### config.mk
export PLATFORM = sky130hd
export DESIGN_NAME = bk_adder_pipe_flat
export DESIGN_NICKNAME = d
export VERILOG_FILES = /design/src/rtl/bk_adder_pipe_if.sv /design/src/rtl/bk_adder_pipe.sv /design/src/flat_wrapper.sv
export SDC_FILE = /design/constraint.sdc
export NUM_CORES = 1
export LEC_CHECK = 0
export BUFFER_PORTS_ARGS = -buffer_cell sky130_fd_sc_hd__buf_2
export CAP_MARGIN = 15
export CORE_UTILIZATION = 50
export CTS_CLUSTER_SIZE = 8
export DETAILED_ROUTE_END_ITERATION = 10
export GPL_TIMING_DRIVEN = 1
export PLACE_DENSITY = 0.76
export SLEW_MARGIN = 20
export SYNTH_ARGS = -nofsm -noshare
export SYNTH_HDL_FRONTEND = slang
export SYNTH_SLANG_ARGS = --single-unit
### constraint.sdc
create_clock -name clk -period 3.9 [get_ports clk]
set_input_delay 0.78 -clock clk [delete_from_list [all_inputs] [get_ports clk]]
set_output_delay 0.78 -clock clk [all_outputs]
set_load 0.01 [all_outputs]
### src/rtl/bk_adder_pipe_if.sv
// Operand/result handshake bundle for bk_adder_pipe.
// BK_ADDER_PIPE_SAT_EN adds the per-beat 'sat' request bit.
interface bk_adder_pipe_if #(
  parameter int unsigned WIDTH = 32
);
  logic             in_valid;
  logic             in_ready;
  logic [WIDTH-1:0] a;
  logic [WIDTH-1:0] b;
  logic             cin;
  logic             sub;
  logic             out_valid;
  logic             out_ready;
  logic [WIDTH-1:0] sum;
  logic             cout;
  logic             ovf;

`ifdef BK_ADDER_PIPE_SAT_EN
  logic             sat;

  modport master (
    output in_valid, a, b, cin, sub, sat, out_ready,
    input  in_ready, out_valid, sum, cout, ovf
  );

  modport slave (
    input  in_valid, a, b, cin, sub, sat, out_ready,
    output in_ready, out_valid, sum, cout, ovf
  );
`else
  modport master (
    output in_valid, a, b, cin, sub, out_ready,
    input  in_ready, out_valid, sum, cout, ovf
  );

  modport slave (
    input  in_valid, a, b, cin, sub, out_ready,
    output in_ready, out_valid, sum, cout, ovf
  );
`endif
endinterface

### src/rtl/bk_adder_pipe.sv
// Pipelined Brent-Kung adder/subtractor with valid/ready flow control.
// STAGES=1: one output register; 2: plus register after the up-sweep;
// 3: plus register after the down-sweep.
// Optional macro BK_ADDER_PIPE_SAT_EN: signed saturation selected per beat.
module bk_adder_pipe #(
  parameter int unsigned WIDTH  = 32,
  parameter int unsigned STAGES = 2
) (
  input logic            clk,
  input logic            rst,
  bk_adder_pipe_if.slave bus
);

  localparam int unsigned LOG_W = $clog2(WIDTH);

  generate
    if (WIDTH < 4 || WIDTH > 128 || (WIDTH & (WIDTH - 1)) != 0) begin : g_bad_width
      $error("bk_adder_pipe: WIDTH must be a power of two in 4..128");
    end
    if (STAGES < 1 || STAGES > 3) begin : g_bad_stages
      $error("bk_adder_pipe: STAGES must be 1, 2 or 3");
    end
  endgenerate

  // Beat after the up-sweep: g/gp hold partial group generate/propagate.
  typedef struct packed {
    logic [WIDTH-1:0] p;
    logic [WIDTH-1:0] g;
    logic [WIDTH-1:0] gp;
    logic             c0;
    logic             neg;
    logic             sat;
  } up_t;

  // Beat after the down-sweep: c[i] is the carry out of bit i.
  typedef struct packed {
    logic [WIDTH-1:0] p;
    logic [WIDTH-1:0] c;
    logic             c0;
    logic             neg;
    logic             sat;
  } dn_t;

  // Up-sweep: after level l, index i with (i+1) % 2^(l+1) == 0 spans 2^(l+1) bits.
  function automatic logic [2*WIDTH-1:0] up_sweep(input logic [WIDTH-1:0] g_in,
                                                  input logic [WIDTH-1:0] p_in);
    logic [WIDTH-1:0] g;
    logic [WIDTH-1:0] p;
    int unsigned      step;
    g = g_in;
    p = p_in;
    for (int unsigned lvl = 0; lvl < LOG_W; lvl++) begin
      step = 32'd1 << lvl;
      for (int unsigned i = 0; i < WIDTH; i++) begin
        if (((i + 1) % (2 * step)) == 0) begin
          g[LOG_W'(i)] = g[LOG_W'(i)] | (p[LOG_W'(i)] & g[LOG_W'(i - step)]);
          p[LOG_W'(i)] = p[LOG_W'(i)] & p[LOG_W'(i - step)];
        end
      end
    end
    return {g, p};
  endfunction

  // Down-sweep: fill in the prefixes the up-sweep left partial.
  function automatic logic [WIDTH-1:0] down_sweep(input logic [WIDTH-1:0] g_in,
                                                  input logic [WIDTH-1:0] p_in);
    logic [WIDTH-1:0] g;
    int unsigned      step;
    g = g_in;
    for (int lvl = int'(LOG_W) - 2; lvl >= 0; lvl--) begin
      step = 32'd1 << lvl;
      for (int unsigned i = 0; i < WIDTH; i++) begin
        if (((i + 1) % (2 * step)) == step && i > step) begin
          g[LOG_W'(i)] = g[LOG_W'(i)] | (p_in[LOG_W'(i)] & g[LOG_W'(i - step)]);
        end
      end
    end
    return g;
  endfunction

  logic             en;
  logic             acc;
  logic [WIDTH-1:0] bx;
  logic [WIDTH-1:0] gen;
  up_t              up_c;
  up_t              s1;
  logic             s1_v;
  dn_t              dn_c;
  dn_t              s2;
  logic             s2_v;
  logic [WIDTH-1:0] sum_c;
  logic             cout_c;
  logic             ovf_c;
  logic             res_valid;
  logic [WIDTH-1:0] res_sum;
  logic             res_cout;
  logic             res_ovf;

  // Whole pipe advances together; a held output stalls every stage.
  assign en           = !res_valid || bus.out_ready;
  assign acc          = bus.in_valid && en;
  assign bus.in_ready = en;

  // Operand conditioning and up-sweep; carry-in folded into bit 0's generate.
  always_comb begin
    up_c     = '0;
    bx       = bus.sub ? ~bus.b : bus.b;
    up_c.c0  = bus.sub | bus.cin;
    up_c.p   = bus.a ^ bx;
    gen      = bus.a & bx;
    gen[0]   = gen[0] | (up_c.p[0] & up_c.c0);
    {up_c.g, up_c.gp} = up_sweep(gen, up_c.p);
    // On overflow both effective operands share a's sign.
    up_c.neg = bus.a[WIDTH-1];
`ifdef BK_ADDER_PIPE_SAT_EN
    up_c.sat = bus.sat;
`else
    up_c.sat = 1'b0;
`endif
  end

  generate
    if (STAGES >= 2) begin : g_s1
      up_t  s1_q;
      logic s1_vq;
      // Register between up-sweep and down-sweep.
      always_ff @(posedge clk or posedge rst) begin
        if (rst) begin
          s1_q  <= '0;
          s1_vq <= 1'b0;
        end else if (en) begin
          s1_q  <= up_c;
          s1_vq <= acc;
        end
      end
      assign s1   = s1_q;
      assign s1_v = s1_vq;
    end else begin : g_s1_bypass
      assign s1   = up_c;
      assign s1_v = acc;
    end
  endgenerate

  // Down-sweep completes every carry.
  always_comb begin
    dn_c     = '0;
    dn_c.p   = s1.p;
    dn_c.c0  = s1.c0;
    dn_c.neg = s1.neg;
    dn_c.sat = s1.sat;
    dn_c.c   = down_sweep(s1.g, s1.gp);
  end

  generate
    if (STAGES >= 3) begin : g_s2
      dn_t  s2_q;
      logic s2_vq;
      // Register between down-sweep and sum XOR.
      always_ff @(posedge clk or posedge rst) begin
        if (rst) begin
          s2_q  <= '0;
          s2_vq <= 1'b0;
        end else if (en) begin
          s2_q  <= dn_c;
          s2_vq <= s1_v;
        end
      end
      assign s2   = s2_q;
      assign s2_v = s2_vq;
    end else begin : g_s2_bypass
      assign s2   = dn_c;
      assign s2_v = s1_v;
    end
  endgenerate

  // Sum, carry-out, signed overflow and optional saturation.
  always_comb begin
    sum_c  = s2.p ^ {s2.c[WIDTH-2:0], s2.c0};
    cout_c = s2.c[WIDTH-1];
    ovf_c  = s2.c[WIDTH-1] ^ s2.c[WIDTH-2];
    if (s2.sat && ovf_c) begin
      sum_c = s2.neg ? {1'b1, {(WIDTH-1){1'b0}}} : {1'b0, {(WIDTH-1){1'b1}}};
    end
  end

  // Output register; result fields only change when a valid beat lands.
  always_ff @(posedge clk or posedge rst) begin
    if (rst) begin
      res_valid <= 1'b0;
      res_sum   <= '0;
      res_cout  <= 1'b0;
      res_ovf   <= 1'b0;
    end else if (en) begin
      res_valid <= s2_v;
      if (s2_v) begin
        res_sum  <= sum_c;
        res_cout <= cout_c;
        res_ovf  <= ovf_c;
      end
    end
  end

  assign bus.out_valid = res_valid;
  assign bus.sum       = res_sum;
  assign bus.cout      = res_cout;
  assign bus.ovf       = res_ovf;

endmodule

### src/flat_wrapper.sv
// flat-port wrapper written by rule: the top's interface ports become plain ports
module bk_adder_pipe_flat 
#(
  parameter int unsigned WIDTH  = 32,
  parameter int unsigned STAGES = 2
)
  (clk, rst, bus_in_valid, bus_a, bus_b, bus_cin, bus_sub, bus_out_ready, bus_in_ready, bus_out_valid, bus_sum, bus_cout, bus_ovf);
  bk_adder_pipe_if #(.WIDTH(WIDTH)) bus_i ();
  input logic clk;
  input logic rst;
  input wire logic [$bits(bus_i.in_valid)-1:0] bus_in_valid;
  input wire logic [$bits(bus_i.a)-1:0] bus_a;
  input wire logic [$bits(bus_i.b)-1:0] bus_b;
  input wire logic [$bits(bus_i.cin)-1:0] bus_cin;
  input wire logic [$bits(bus_i.sub)-1:0] bus_sub;
  input wire logic [$bits(bus_i.out_ready)-1:0] bus_out_ready;
  output wire logic [$bits(bus_i.in_ready)-1:0] bus_in_ready;
  output wire logic [$bits(bus_i.out_valid)-1:0] bus_out_valid;
  output wire logic [$bits(bus_i.sum)-1:0] bus_sum;
  output wire logic [$bits(bus_i.cout)-1:0] bus_cout;
  output wire logic [$bits(bus_i.ovf)-1:0] bus_ovf;
  assign bus_i.in_valid = bus_in_valid;
  assign bus_i.a = bus_a;
  assign bus_i.b = bus_b;
  assign bus_i.cin = bus_cin;
  assign bus_i.sub = bus_sub;
  assign bus_i.out_ready = bus_out_ready;
  assign bus_in_ready = bus_i.in_ready;
  assign bus_out_valid = bus_i.out_valid;
  assign bus_sum = bus_i.sum;
  assign bus_cout = bus_i.cout;
  assign bus_ovf = bus_i.ovf;
  bk_adder_pipe #(.WIDTH(WIDTH), .STAGES(STAGES)) u_core (.clk(clk), .rst(rst), .bus(bus_i));
endmodule
==> flow_metrics.tcl, run 1 <==
set metrics [dict create \
    run_status "finished, final reports clean" \
    dp_slack_ns 0.761 \
    worstPathCellList "buf_2, buf_4, xor2_1, ha_1, a21oi_1, o21bai_1, a221oi_1, or2b_1, o211ai_2" \
    worstMarginPinSlew_ns 0.777 \
    reg2reg_depth 7 \
    yosysSeqAreaShare_pct 50.0 \
    die_x_um 108 \
    power_density_nw_per_um2 516 \
    grt_pass1_vias 4230 \
    fin_nets 797 \
    finClkSkew_ns 0.00942 \
    vias 4247 \
    cts.hold.buffers_added 0 \
    r2r_slack_ns 1.98 \
    diodes 0 \
    required_ns 4.16 \
    port-buffer-count 105 \
    clock_latency_ns 0.37 \
    yosysTopAreaCell "dfrtp_1" \
    drc 0 \
    leakage_nw 3.37 \
    setup_viol 0 \
    max_slew_margin_pct 48.2 \
    fmax_mhz 366 \
    synth.mux.area_fraction_pct 3.42 \
    drive_gt1_share_pct 21.4 \
    drt_iter0_drc 173 \
    synth-seq-cells 112 \
    synth.cell_area_sq_um 5610 \
    cts_num_sinks 112 \
    r2r_start "u_core.dn_c[18]" \
    grt_pass1_wl_um 19600 \
    antenna_found_initial 0 \
    path_class "in2reg" \
    synth_area_leaders "dfrtp_1 (50%), nand2_1 (12%), ha_1 (10%)" \
    ioPinCount 106 \
    synth.top_cells.by_count "nand2_1 (185), dfrtp_1 (112), xor2_1 (48)" \
    rsz0062_at_grt "false" \
    hpwlAfterDp_um 8510 \
    avgRoutedWirePerCell_um 14.2 \
    synthAdderAreaFrac_pct 10.5 \
    syn-num-nets 702 \
    synthArstFlopShare_pct 100 \
    start_util_pct 51.5 \
    r2r-end "u_core.bus.sum[31]" \
    design_area_sq_um 6390 \
    yosys_warnings 0 \
    place_inst 809 \
    synthXorXnorAreaFrac_pct 7.81 \
    core_sq_um 10900 \
    path_buf_inv 2 \
    hold_violations 0 \
    peakVddDrop_v 0.000217 \
    cts_resized 0 \
    min_period_over_period_pct 70.1 \
    critical_path_arrival_ns 3.00 \
    rows 38 \
    cp-end-kind "flop" \
    min_delay_path_depth 2 \
    report.final.slew_viol_count 0 \
    drt-vias-per-instance 5.17 \
    cts_setup_buffers 0 \
    worst_path_max_delay_cell "buf_2" \
    worstHoldEndpoint "u_core.g_s1.s1_q[24]" \
    synth_simple_gate_area_share_pct 17.4 \
    numCtsBuffers 9 \
    cts_root_buffer "clkbuf_8" \
    grt_use_total_pct 21.9 \
    synth.avg_cell_area_sq_um 9.58 \
    cts_tree "done" \
    cts_max_level 3 \
    setup_tns_ns 0 \
    synth_top_area_share_pct 50.0 \
    synth_top_family_by_area "simple AND/OR/NAND/NOR gates" \
    place_area_sq_um 6250 \
    fin_crit_ns 2.74 \
    layoutNonFillerInstCount 822 \
    cpPeakStageDelay_ns 0.52 \
    dieArea_sq_um 11600 \
    hold_class "reg2reg" \
    final_antenna_net_count 0 \
    ys.flop_type "dfrtp_1" \
    place_congestion 0.864 \
    synthToLayoutAreaGrowth_pct 14.0 \
    crit_family "buffers and inverters" \
    synth_cells 585 \
    startpoint_type "primary input" \
    worstPathMaxFanout 24 \
    first_pass_iters 5 \
    overflow 0 \
    cts_buffer_depth 2 \
    setup_ws_ns 1.16 \
    grt_max_degree 82 \
    synth_compound_area_share_pct 8.33 \
    holdCritStartpoint "u_core.g_s1.s1_q[24]" \
    total_power_mw 3.30 \
    synth_edf_count 0 \
    routed_wl_um 11600 \
    die_y_um 108 \
    clkTransAtPathRegs_ns 0.10 \
    max_cap_violations 0 \
    synth_cell_types 31 \
    synth.most_common_cell "nand2_1" \
]
==> sequential cells by signal (all words and copies together) (netlist names) <==
register              count
u_core.bus.sum           32
u_core.bus.ovf            1
u_core.cout_c             1
u_core.g_s1.s1_vq         1
u_core.bus.cout           1
u_core.g_s1.s1_q         52
u_core.bus.out_valid      1
u_core.dn_c              23
==> worst min-delay path, cell delays in order, from the launching register on <==
cell	delay, ns
dfrtp_1	0.35
nand2_1	0.05
nand2_1	0.05
==> per-stage QoR <==
stage / utilization, % / hold slack, ns
CTS: 58.7 / 0.476
finish: 58.7 / 0.472
floorplan: - / 0.439
global placement: 57.4 / 0.450
global route: 58.7 / 0.493
detailed placement: 57.4 / 0.456
==> cells in the final DEF, fill, tap and decap left out <==
cell type / n
nor2_1: 44
buf_4: 4
nand4_1: 6
nor2b_1: 2
o31a_1: 1
or2b_1: 1
o21bai_1: 2
o211ai_2: 2
a21o_1: 12
a21oi_1: 23
clkinv_2: 2
mux2_2: 17
dfrtp_1: 112
a31oi_1: 3
buf_12: 1
xnor2_1: 2
nand2_2: 1
inv_4: 1
xor2_1: 48
a221oi_1: 2
nand2_1: 185
nand3_1: 5
ha_1: 47
nor4_1: 1
nand2b_1: 1
o21ai_0: 31
a211oi_2: 1
inv_1: 4
clkbuf_1: 2
buf_2: 105
nor3_1: 2
inv_2: 1
a31o_2: 1
clkbuf_8: 9
nor2b_4: 1
==> area by class of cell <==
| class | instances | area, sq um |
|---|---|---|
| fillers | 923 | 4500 |
| flip-flops and latches | 112 | 2800 |
| multi-input cells | 441 | 2670 |
| repair buffers | 110 | 576 |
| well taps | 140 | 175 |
| clock buffers | 11 | 131 |
| inverters | 6 | 25.0 |
| clock inverters | 2 | 10.0 |
==> power breakdown <==
| part | switching (mW) | internal, mW |
|---|---|---|
| Combinational | 0.581 | 0.476 |
| Clock | 0.365 | 0.221 |
| Sequential | 0.179 | 1.48 |
==> worst max-delay path by stage <==
stage | from | endpoint | slack [ns] | depth (start not counted)
after floorplan | rst | u_core.bus.cout | 0.16 | 1
after global placement | bus_sub | u_core.cout_c | 0.87 | 9
after detailed placement | bus_sub | u_core.cout_c | 0.76 | 9
after CTS | bus_sub | u_core.cout_c | 1.17 | 9
after global routing | bus_sub | u_core.cout_c | 1.03 | 9
final | bus_sub | u_core.cout_c | 1.16 | 9
==> cell families (layout without fill, tap and decap cells) <==
family,count (synthesis),in the layout
AOI/OAI and AO/OA,78,78
xor gates and xnor gates,50,50
adders and majority gates,47,47
buffers and inverters,32,129
DFF,112,112
muxes,17,17
and+or+nand+nor,249,249
==> routing by layer <==
layer / vias to the layer above / GRT usage (%) / share of wire, %
li1: 2107 / - / -
met1: 2029 / 28.6 / 46
met2: 91 / 36.2 / 49
met3: 20 / 4.06 / 3.4
met4: 0 / 7.83 / 2.1
met5: - / 0 / 0
Power figures use the tool's default switching activity.
==> run 2, diff against run 1 <==
==> constraint.sdc (replaced) <==
create_clock -name clk -period 2.4 [get_ports clk]
set_input_delay 0.48 -clock clk [delete_from_list [all_inputs] [get_ports clk]]
set_output_delay 0.48 -clock clk [all_outputs]
set_load 0.01 [all_outputs]
==> run 2 against run 1 <==
Critical path depth is the same. Sequential power grew 64%. Die area is the same. First-iteration DRC count shrank 2.3%. Final cell count grew 1.6%. Highest routed layer unchanged.
==> flow_metrics.tcl, run 2 (synthesized netlist as in run 1, its figures left out) <==
set metrics [dict create \
    cts_max_level 3 \
    vias 4233 \
    port-buffer-count 105 \
    hold_violations 0 \
    clock_latency_ns 0.37 \
    start_util_pct 51.5 \
    drc 0 \
    path_class "in2reg" \
    final_antenna_net_count 0 \
    ioPinCount 106 \
    grt_use_total_pct 22.1 \
    hold_class "in2async" \
    critical_path_arrival_ns 2.29 \
    clkTransAtPathRegs_ns 0.10 \
    drt-vias-per-instance 5.07 \
    peakVddDrop_v 0.000448 \
    cts_num_sinks 112 \
    setup_viol 0 \
    finClkSkew_ns 0.00547 \
    overflow 0 \
    worstMarginPinSlew_ns 0.707 \
    rows 38 \
    cts_root_buffer "clkbuf_8" \
    core_sq_um 10900 \
    cp-end-kind "flop" \
    die_y_um 108 \
    wl_met3_um 416 \
    routed_wl_um 11900 \
    synthToLayoutAreaGrowth_pct 16.7 \
    grt_pass1_vias 4235 \
    dieArea_sq_um 11600 \
    cts_setup_buffers 0 \
    crit_start "bus_sub" \
    avgRoutedWirePerCell_um 14.3 \
    wl_met2_um 5800 \
    cts.hold.buffers_added 0 \
    run_status "finished, final reports clean" \
    min_period_over_period_pct 84.1 \
    dr.max_layer_used "met4" \
    m1WireLength_um 5460 \
    cts_buffer_depth 2 \
    cts_resized 0 \
    r2r-end "u_core.bus.sum[31]" \
    hpwlAfterDp_um 8820 \
    drt_iter0_drc 169 \
    r2r_slack_ns 0.51 \
    leakage_nw 3.44 \
    top_register "u_core.g_s1.s1_q" \
    first_pass_iters 4 \
    startpoint_type "primary input" \
    grt_pass1_wl_um 19700 \
    required_ns 2.67 \
    swShare_pct 34.2 \
    p_switching_mw 1.87 \
    cts_tree "done" \
    seqPwrFrac_pct 49.3 \
    utilization_pct 60.1 \
    holdWs_ns 0.206 \
    crit_path_end "u_core.cout_c" \
    r2r_start "u_core.dn_c[18]" \
    largest_reg_flops 52 \
    die_x_um 108 \
    pwr-share-clk_pct 18.6 \
    max_slew_margin_pct 52.7 \
    worstPathCellList "buf_2, buf_12, xor2_1, ha_1, a21oi_1, o21ai_0, nor3_1, o31a_1, o211ai_2" \
    report.final.slew_viol_count 0 \
    power_density_nw_per_um2 839 \
    rsz0062_at_grt "false" \
    worst_path_max_delay_cell "nor3_1" \
    grt_max_degree 71 \
    fin_nets 807 \
    p_int_mw 3.61 \
    comb_power_share_pct 32.1 \
    place_congestion 0.826 \
    diodes 0 \
    cpPeakStageDelay_ns 0.34 \
    antenna_found_initial 0 \
    fin_crit_ns 2.02 \
    reg2reg_depth 7 \
    mostFrequentLayoutCells "nand2_1 (185), dfrtp_1 (112), buf_2 (105)" \
    fmax_mhz 495 \
    max_cap_violations 0 \
    numCtsBuffers 9 \
    final_common_cell "nand2_1" \
    worstPathMaxFanout 23 \
    drive_gt1_share_pct 22.7 \
]
-- run 2: how the worst min path moves through the flow --
stage | from | endpoint | slack (ns) | cells after the start
6_report | rst | u_core.bus.sum[23] | 0.21 | 2
5_1_grt | rst | u_core.bus.sum[23] | 0.25 | 2
4_1_cts | rst | u_core.bus.sum[21] | 0.22 | 2
3_5_place_dp | u_core.g_s1.s1_q[8] | u_core.g_s1.s1_q[8] | 0.46 | 2
3_3_place_gp | u_core.g_s1.s1_q[47] | u_core.g_s1.s1_q[47] | 0.45 | 2
2_1_floorplan | u_core.g_s1.s1_q[12] | u_core.g_s1.s1_q[12] | 0.44 | 2
-- run 2: power groups by stage --
stage               combinational [mW]  sequential (mW)  clock, mW
finish                            1.76             2.70       1.02
global route                      2.00             2.77       1.12
CTS                               1.79             2.71       1.05
detailed placement                1.78             2.74          0
global placement                  1.73             2.71          0
floorplan                        0.992             2.82          0
-- run 2: layout make-up --
cell class              instances  area (sq um)
clock buffers                  13           149
clock inverters                 3          17.5
fillers                       922          4350
inverters                       6          26.3
multi-input cells             441          2670
flip-flops and latches        112          2800
well taps                     140           175
repair buffers                120           701
-- run 2: per-stage QoR --
| stage | instance area (sq um) | std cells | setup TNS, ns | setup WS [ns] | power (mW) |
|---|---|---|---|---|---|
| after floorplan | 5610 | 585 | 0 | 0.152 | 3.81 |
| after global placement | 6370 | 819 | 0 | 0.0330 | 4.44 |
| after detailed placement | 6370 | 819 | -0.0385 | -0.0246 | 4.53 |
| after CTS | 6540 | 835 | 0 | 0.383 | 5.55 |
| after global routing | 6540 | 835 | 0 | 0.216 | 5.88 |
| final | 6540 | 835 | 0 | 0.382 | 5.49 |
-- run 2: routing by layer --
| layer | vias to the layer above | GRT usage, % |
|---|---|---|
| met5 | - | 0 |
| met4 | 0 | 9.69 |
| met3 | 22 | 2.78 |
| met2 | 85 | 36.5 |
| met1 | 1999 | 29.1 |
| li1 | 2127 | - |
-- run 2: worst max-delay path: cells and delay by family --
| family | cells | cell delay [ns] |
|---|---|---|
| xor+xnor | 1 | 0.18 |
| compound gates | 4 | 0.65 |
| buf+inv | 2 | 0.33 |
| fa+ha+maj | 1 | 0.29 |
| simple gates | 1 | 0.34 |
==> run 3, diff against run 2 <==
--- a/config.mk
+++ b/config.mk
@@ -7,11 +7,11 @@
 export LEC_CHECK = 0
 export BUFFER_PORTS_ARGS = -buffer_cell sky130_fd_sc_hd__buf_2
 export CAP_MARGIN = 15
-export CORE_UTILIZATION = 50
+export CORE_UTILIZATION = 56
 export CTS_CLUSTER_SIZE = 8
 export DETAILED_ROUTE_END_ITERATION = 10
 export GPL_TIMING_DRIVEN = 1
-export PLACE_DENSITY = 0.76
+export PLACE_DENSITY = 0.8
 export SLEW_MARGIN = 20
 export SYNTH_ARGS = -nofsm -noshare
 export SYNTH_HDL_FRONTEND = slang
==> constraint.sdc (replaced) <==
create_clock -name clk -period 2 [get_ports clk]
set_input_delay 0.4 -clock clk [delete_from_list [all_inputs] [get_ports clk]]
set_output_delay 0.4 -clock clk [all_outputs]
set_load 0.01 [all_outputs]
==> run 3 against run 2 <==
Setup slack worse by 0.34 ns. Sequential power rose by 19%. Core utilization grew 11 points. Flip-flop and latch count is the same. Register-to-register slack lost 0.29 ns. Wire length up 3.3%. Global-route usage rose by 3.2 points. Final area rose by 5.1%. Final cell count rose by 2.9%. Largest power group unchanged. Highest routed layer unchanged.
==> flow_metrics.tcl, run 3 (synthesized netlist as in run 1, its figures left out) <==
set metrics [dict create \
    run_status "finished, final reports clean" \
    startpoint_type "primary input" \
    min_period_over_period_pct 97.8 \
    grt_pass1_vias 4432 \
    port-buffer-count 105 \
    worstPathMaxFanout 4 \
    first_pass_iters 4 \
    cp-end-kind "flop" \
    path_buf_inv 3 \
    start_util_pct 57.6 \
    avgRoutedWirePerCell_um 14.4 \
    clkTransAtPathRegs_ns 0.10 \
    cts_buffer_depth 2 \
    cts_root_buffer "clkbuf_8" \
    antenna_found_initial 0 \
    max_slew_margin_pct 62.6 \
    cpMostUsedCell "buf_4" \
    seqCellArea_sq_um 2800 \
    grt_pass1_wl_um 20300 \
    crit_family "compound AO/OA/AOI/OAI gates" \
    diodes 0 \
    place_congestion 0.955 \
    num-fill-cells 759 \
    worstPathCellList "buf_2, buf_4, xor2_1, ha_1, nand4_1, a211oi_2, nor3_2, buf_4, o31a_1, o211ai_2" \
    core_sq_um 9730 \
    cts_num_sinks 112 \
    die_x_um 102 \
    mostFrequentLayoutCells "nand2_1 (185), dfrtp_1 (112), buf_2 (105)" \
    top_register "u_core.g_s1.s1_q" \
    numCtsBuffers 9 \
    drive_gt1_share_pct 27.0 \
    fin_nets 838 \
    routed_wl_um 12300 \
    dp_slack_ns -0.276 \
    overflow 0 \
    die_y_um 102 \
    setup_viol 0 \
    fin_crit_ns 1.96 \
    total_power_mw 7.11 \
    hold_class "in2async" \
    holdWs_ns 0.0776 \
    clock_latency_ns 0.37 \
    cts_tree "done" \
    path_class "in2reg" \
    r2r_slack_ns 0.22 \
    report.final.slew_viol_count 0 \
    cpPeakStageDelay_ns 0.35 \
    worstMarginPinSlew_ns 0.560 \
    dieArea_sq_um 10400 \
    required_ns 2.29 \
    drc 0 \
    multi_input_area_sq_um 2690 \
    drt_iter0_drc 147 \
    critical_path_arrival_ns 2.25 \
    leakage_nw 3.63 \
    grt_max_degree 71 \
    final_common_cell "nand2_1" \
    hpwlAfterDp_um 9150 \
    peakVddDrop_v 0.000500 \
    rows 36 \
    setup_ws_ns 0.0447 \
    drt-vias-per-instance 5.22 \
    finClkSkew_ns 0.00752 \
    max_cap_violations 0 \
    grt_use_total_pct 25.3 \
    hold_violations 0 \
    worst_path_max_delay_cell "ha_1" \
    vias 4481 \
    cts.hold.buffers_added 0 \
    final_antenna_net_count 0 \
    largest_reg_flops 52 \
    cts_max_level 3 \
    synthToLayoutAreaGrowth_pct 22.7 \
    power_density_nw_per_um2 1030 \
    ioPinCount 106 \
    fmax_mhz 511 \
]
-- run 3: cell types whose count changed in the layout (fill, tap and decap cells not counted), sizes merged --
cell,delta
buf,+31
bufinv,+3
clkbuf,-2
clkinvlp,-1
-- run 3: through the flow --
stage | util, % | area (sq um) | instances | setup TNS (ns)
2_1_floorplan | - | 5660 | 585 | -0.0100
3_3_place_gp | 68.1 | 6630 | 843 | -0.535
3_5_place_dp | 68.1 | 6630 | 843 | -0.730
4_1_cts | 70.6 | 6870 | 859 | 0
5_1_grt | 70.7 | 6880 | 859 | -0.0294
6_report | 70.7 | 6880 | 859 | 0
-- run 3: where the power goes --
group / switching [mW] / leakage, nW / total, mW / internal [mW]
clock network: 0.745 / 0.124 / 1.61 / 0.868
registers: 0.338 / 1.37 / 3.21 / 2.88
logic: 1.21 / 2.14 / 2.28 / 1.08
-- run 3: layer usage --
metal | track usage (%) | part of all wire (%)
met2 | 42.8 | 50
met4 | 11.6 | 2.5
met5 | 0 | 0
met3 | 2.80 | 2.9
met1 | 32.9 | 45
-- run 3: worst register-to-register path, stage by stage (launching register included) --
cell and delay, ns:
dfrtp_1 0.40, a21o_1 0.22, a21o_1 0.22, a21o_1 0.18, ha_1 0.17, nor2_1 0.18
xor2_1 0.20, o21ai_0 0.10
-- run 3: repair_timing --
action / 4_1_cts / 5_1_grt
gates resized for setup: 0 / 1
setup endpoints to repair: 0 / 2
hold endpoints to repair: 0 / 0
buffers inserted: 0 / 0
-- run 3: layout make-up --
class | count | share of cell area (%)
sequential | 112 | 40.8
inverter | 6 | 0.382
timing repair buffer | 151 | 13.8
clock inverter | 5 | 1.51
multi-input combinational | 441 | 39.1
clock buffer | 11 | 2.06
tap | 133 | 2.42
-- run 3: path summary, 6_finish.rpt --
check / start / to / cells after the start
min in group clk: bus_in_valid / u_core.g_s1.s1_vq / 3
min: rst / u_core.bus.sum[21] / 2
max reg2reg: u_core.g_s1.s1_q[26] / u_core.bus.ovf / 7
max: bus_sub / u_core.cout_c / 10
min reg2reg: u_core.g_s1.s1_q[57] / u_core.g_s1.s1_q[57] / 2
max in group asynchronous: rst / u_core.dn_c[6] / 3
